<file path="src/rtl/muldiv_pkg.sv">
// Shared encodings for the iterative HI/LO multiply/divide unit.
package muldiv_pkg;

    localparam int unsigned ITER_DEFAULT = 32;

    typedef enum logic [1:0] {
        OP_MULTU = 2'b00,
        OP_DIVU  = 2'b01,
        OP_MTHI  = 2'b10,
        OP_MTLO  = 2'b11
    } op_e;

    typedef enum logic [1:0] {
        IDLE = 2'b00,
        RUN  = 2'b01,
        DONE = 2'b10
    } state_e;

endpackage

</file>
<file path="src/rtl/muldiv_addsub.sv">
// 33-bit adder/subtractor shared by the multiply and divide iterations.
// o_cout is the carry out when adding and the borrow out when subtracting.
module muldiv_addsub (
    input  logic        i_sub,
    input  logic [32:0] i_a,
    input  logic [32:0] i_b,
    output logic [32:0] o_y,
    output logic        o_cout
);

    logic [32:0] w_b;
    logic        w_carry;

    always_comb begin
        w_b = i_sub ? ~i_b : i_b;
        {w_carry, o_y} = {1'b0, i_a} + {1'b0, w_b} + {33'd0, i_sub};
        o_cout = i_sub ? ~w_carry : w_carry;
    end

endmodule

</file>
<file path="src/rtl/muldiv_unit.sv">
// Iterative unsigned multiply/divide unit owning the architectural HI/LO registers.
// One bit per cycle; MTHI/MTLO write HI/LO directly when the unit is not running.
module muldiv_unit
    import muldiv_pkg::*;
#(
    parameter int unsigned ITER = ITER_DEFAULT
) (
    input  logic        clk,
    input  logic        rst_n,
    input  logic        start,
    input  logic [1:0]  op,
    input  logic [31:0] input1,
    input  logic [31:0] input2,
    output logic        busy,
    output logic        done,
    output logic        div_by_zero,
    output logic [31:0] HI,
    output logic [31:0] LO
);

    localparam int unsigned CW = $clog2(ITER) + 1;

    state_e        r_state;
    state_e        w_state_nx;
    op_e           r_op;
    logic [31:0]   r_acc;
    logic [31:0]   r_q;
    logic [31:0]   r_d;
    logic [CW-1:0] r_cnt;
    logic          r_dbz;
    logic [31:0]   r_hi;
    logic [31:0]   r_lo;

    logic          w_last;
    logic          w_mul;
    logic [32:0]   w_as_a;
    logic [32:0]   w_as_b;
    logic [32:0]   w_sum;
    logic          w_cout;
    logic [31:0]   w_acc_nx;
    logic [31:0]   w_q_nx;

    assign w_last = (r_cnt == CW'(ITER - 1));
    assign w_mul  = (r_op == OP_MULTU);

    // Multiply: {acc,q} shifts right, adding the multiplicand when q[0] is set.
    // Divide: {rem,q} shifts left, subtracting the divisor from the 33-bit window.
    assign w_as_a = w_mul ? {1'b0, r_acc} : {r_acc, r_q[31]};
    assign w_as_b = {1'b0, r_d};

    muldiv_addsub u_addsub (
        .i_sub  (~w_mul),
        .i_a    (w_as_a),
        .i_b    (w_as_b),
        .o_y    (w_sum),
        .o_cout (w_cout)
    );

    always_comb begin
        w_acc_nx = r_acc;
        w_q_nx   = r_q;
        if (w_mul) begin
            if (r_q[0]) begin
                w_acc_nx = w_sum[32:1];
                w_q_nx   = {w_sum[0], r_q[31:1]};
            end else begin
                w_acc_nx = {1'b0, r_acc[31:1]};
                w_q_nx   = {r_acc[0], r_q[31:1]};
            end
        end else begin
            if (!w_cout) begin
                w_acc_nx = w_sum[31:0];
                w_q_nx   = {r_q[30:0], 1'b1};
            end else begin
                w_acc_nx = w_as_a[31:0];
                w_q_nx   = {r_q[30:0], 1'b0};
            end
        end
    end

    always_comb begin
        w_state_nx = r_state;
        case (r_state)
            IDLE, DONE: begin
                w_state_nx = IDLE;
                if (start && (op == OP_MULTU || op == OP_DIVU)) begin
                    w_state_nx = RUN;
                end
            end
            RUN: begin
                if (w_last) begin
                    w_state_nx = DONE;
                end
            end
            default: w_state_nx = IDLE;
        endcase
    end

    always_ff @(posedge clk) begin
        if (!rst_n) begin
            r_state <= IDLE;
            r_op    <= OP_MULTU;
            r_acc   <= '0;
            r_q     <= '0;
            r_d     <= '0;
            r_cnt   <= '0;
            r_dbz   <= 1'b0;
            r_hi    <= '0;
            r_lo    <= '0;
        end else begin
            r_state <= w_state_nx;
            if (r_state == RUN) begin
                r_acc <= w_acc_nx;
                r_q   <= w_q_nx;
                r_cnt <= r_cnt + CW'(1);
                if (w_last) begin
                    r_hi <= w_acc_nx;
                    r_lo <= w_q_nx;
                end
            end else if (start) begin
                case (op_e'(op))
                    OP_MULTU, OP_DIVU: begin
                        r_op  <= op_e'(op);
                        r_acc <= '0;
                        r_q   <= input1;
                        r_d   <= input2;
                        r_cnt <= '0;
                        r_dbz <= (op == OP_DIVU) && (input2 == '0);
                    end
                    OP_MTHI: r_hi <= input1;
                    OP_MTLO: r_lo <= input1;
                    default: ;
                endcase
            end
        end
    end

    assign busy        = (r_state == RUN);
    assign done        = (r_state == DONE);
    assign div_by_zero = done && r_dbz;
    assign HI          = r_hi;
    assign LO          = r_lo;

endmodule

</file>
<file path="config.mk">
export PLATFORM = sky130hd
export DESIGN_NAME = muldiv_unit
export DESIGN_NICKNAME = d
export VERILOG_FILES = /design/src/rtl/muldiv_pkg.sv /design/src/rtl/muldiv_addsub.sv /design/src/rtl/muldiv_unit.sv
export SDC_FILE = /design/constraint.sdc
export NUM_CORES = 1
export LEC_CHECK = 0
export BUFFER_PORTS_ARGS = -buffer_cell sky130_fd_sc_hd__buf_2
export CAP_MARGIN = 0
export CORE_AREA = 2 2 156 158
export DETAILED_ROUTE_END_ITERATION = 10
export DIE_AREA = 0 0 158 160
export PLACE_DENSITY = 0.72
export SLEW_MARGIN = 20
export SYNTH_ARGS = -nofsm -noshare
export SYNTH_HDL_FRONTEND = slang
export SYNTH_SLANG_ARGS = --single-unit
export TNS_END_PERCENT = 50
</file>
<file path="constraint.sdc">
create_clock -name clk -period 6.1 [get_ports clk]
set_input_delay 0.305 -clock clk [delete_from_list [all_inputs] [get_ports clk]]
set_output_delay 0.305 -clock clk [all_outputs]
set_load 0.02 [all_outputs]
</file>
==> flow_summary.ini <==
[logic_synthesis]
synth-edff-count = 0
async_reset_ff_frac = 0
syn_area_um2 = 10500
yosys_warnings = 0
ys_types = 70
yosysSeqAreaShare = 0.325
synth_fp_nets = 1525
synth-seq-cells = 171
netlist_instances = 1423
ys.flop_type = dfxtp_1
avgSynthCellArea_um2 = 7.39

[routing]
via_count = 10400
detail_route.wl_per_cell_um = 17.3
wirelength_mm = 31.6
drt_iter0_markers = 946
vias_per_cell = 5.71
ant_nets = 0
first_pass_iters = 6
route.detailed.drc = 0

[grt]
overflow = 0
track_usage = 0.247
top_usage_layer = met2
grt_start_max_net_pins = 98
grt_use_met3 = 0.0326
globalRouteMet1Util = 0.300
grt_pass1_vias = 9872
antenna_found_initial = 0
grt_pass1_wl_mm = 49.8
met2_usage = 0.431

[worst_setup_path]
cp.required_ns = 6.40
r2r_start = r_op[0]$_SDFFE_PN0P_
setup.worst_path.end_class = flop
path_delay_family = simple AND/OR/NAND/NOR gates
crit_path_cell_trace = or2_2, buf_4, nand2_1, nand2_1, ha_1, nand2_1, a2111oi_4, o31a_1, o211ai_2, a211oi_2, or2_1, buf_4, mux2_2, o21ai_0, a31oi_1
critPathArrivalTime_ns = 5.27
slowest_stage = or2_2
cp_common_cell = nand2_1
worstSetupPathType = flop to flop
crit_path_max_incr_delay_ns = 0.81
crit_start = r_op[0]$_SDFFE_PN0P_
start_kind = flop
path_buf_inv = 2
cp_max_fo = 50

[die]
die_w_um = 158
die_area_um2 = 25300
initial_core_util = 0.442
die_y_um = 160
io_pins = 136
rows = 57
core-area_um2 = 23800

[placed_design]
io_buffers = 135
dp_cells = 1793
dp_hpwl_mm = 22.7
gp_congestion = 0.917

[run]
cap_violations = 0

[min_path]
hp-class = primary input to flop
hp-start = input2[0]

[power]
ir_worst_vdd_mv = 0.136
p_leak_uw = 0.00490
pwr_density_cell_nw_per_um2 = 230
total_power_uw = 2750

[clock_tree]
path_clk_slew_ns = 0.07
cts-resized-gates = 0
htreeDepth = 4
cts_hold_buf = 0
postCtsSetupBuffers = 0
cts.sinks = 171
numCtsBuffers = 17
cts_tree = done
root_buffer = clkbuf_16
clock_path_buffers = 2
clock_latency_ns = 0.45

[timing]
worst_slew_pin_slew_ns = 1.01
finalHoldWorstSlack_ns = 0.117
finalHoldViolCount = 0
rsz0062_at_grt = false
finalSetupViolCount = 0
slew-limit-headroom = 0.326
min_period_ns = 4.97
slew_violations = 0
finalCritPeriodShare = 0.815
clock-skew-final_ns = 0.0196
tns_ns = 0
fmax_mhz = 201

[cells_and_area]
ff_latch_area_um2 = 3420
multiInputGateArea_um2 = 6690
drive_gt1_frac = 0.145
n_fill_cell = 2371
antenna_cells = 0
nNetsFinal = 1590
areaGrowthSynthToFinish_pct = 13.6
layoutNonFillerInstCount = 1825

[run_status]
outcome = completed
==> layer usage <==
layer  wire [µm]  vias to the layer above
li1            -                     5103
met1       13300                     4897
met2       15600                      338
met3        1390                       85
met4        1350                        0
met5           0                        -
==> state kept, by name, summed over array words and instances (netlist names) <==
name,flops
r_acc,32
LO,32
r_q,32
r_state,2
r_dbz,1
r_op,2
r_d,32
r_cnt,6
HI,32
==> cell families after synthesis <==
| group | after synthesis | share of synthesized area |
|---|---|---|
| buffers and inverters | 113 | 0.0429 |
| multiplexers | 44 | 0.0438 |
| AND/OR/NAND/NOR | 582 | 0.232 |
| adder cells (fa/ha/maj) | 33 | 0.0400 |
| AO/OA/AOI/OAI | 419 | 0.265 |
| flip-flops | 171 | 0.325 |
| XOR/XNOR | 61 | 0.0508 |
==> cells in the final DEF, fill, tap and decap left out, types with 9 or more instances in the layout <==
cell / netlist / final
buf_2: 1 / 134
a21oi_1: 79 / 79
and3_1: 12 / 12
a21boi_0: 109 / 109
o21a_1: 10 / 10
a21o_1: 11 / 11
mux2i_1: 28 / 28
xor2_1: 15 / 15
mux2_2: 16 / 16
nor2_1: 56 / 53
inv_1: 9 / 9
a31oi_1: 30 / 30
xnor2_1: 46 / 46
dfxtp_1: 171 / 171
nand2_1: 424 / 423
nand4_1: 23 / 23
ha_1: 32 / 32
a211oi_1: 9 / 9
nor2b_1: 13 / 13
o221ai_1: 9 / 9
nor4_1: 9 / 9
buf_4: 1 / 15
o21ai_0: 94 / 94
clkbuf_16: 0 / 17
==> area by class of cell <==
| cell class | instances | share of cell area |
|---|---|---|
| Multi-Input combinational cell | 1139 | 0.560 |
| Sequential cell | 171 | 0.286 |
| Timing Repair Buffer | 150 | 0.0672 |
| Clock buffer | 17 | 0.0356 |
| Tap cell | 324 | 0.0339 |
| Clock inverter | 15 | 0.0144 |
| Inverter | 9 | 0.00283 |
==> worst reg2reg max path, delay by kind of cell, from the launching register on <==
family,cells,cell delay [ns]
simple gates,5,1.75
compound gates,6,1.37
buf+inv,2,0.77
flops,1,0.41
mux,1,0.36
fa+ha+maj,1,0.18
==> Yosys cell counts (23+ instances only) <==
cell type	n	area [µm²]
a21oi_1	79	395
mux2i_1	28	280
dfxtp_1	171	3420
clkbuf_1	91	342
a31oi_1	30	188
nor2_1	56	210
xnor2_1	46	403
ha_1	32	400
a21boi_0	109	818
o21ai_0	94	470
nand4_1	23	144
nand2_1	424	1590
==> path summary, 6_finish.rpt <==
kind / to / slack (ns) / cells after the start
setup / recovery: HI[11]$_SDFFE_PN0P_ / 1.13 / 15
hold / removal: r_d[0]$_SDFFE_PN0P_ / 0.12 / 3
setup reg to reg: HI[11]$_SDFFE_PN0P_ / 1.13 / 15
hold reg to reg: LO[19]$_SDFFE_PN0P_ / 0.47 / 2
==> power breakdown <==
group	switching (µW)	internal, µW	total, µW
Clock	553	555	1110
Combinational	294	151	446
Sequential	37.3	1160	1200
==> stage by stage <==
stage	setup WS, ns	util	instance area (µm²)
final	1.13	0.502	12000
after global routing	0.875	0.502	12000
after CTS	1.23	0.502	11900
after detailed placement	1.28	0.476	11300
after global placement	1.41	0.476	11300
after floorplan	1.73	-	10500
(Power assumes the default switching activity.)
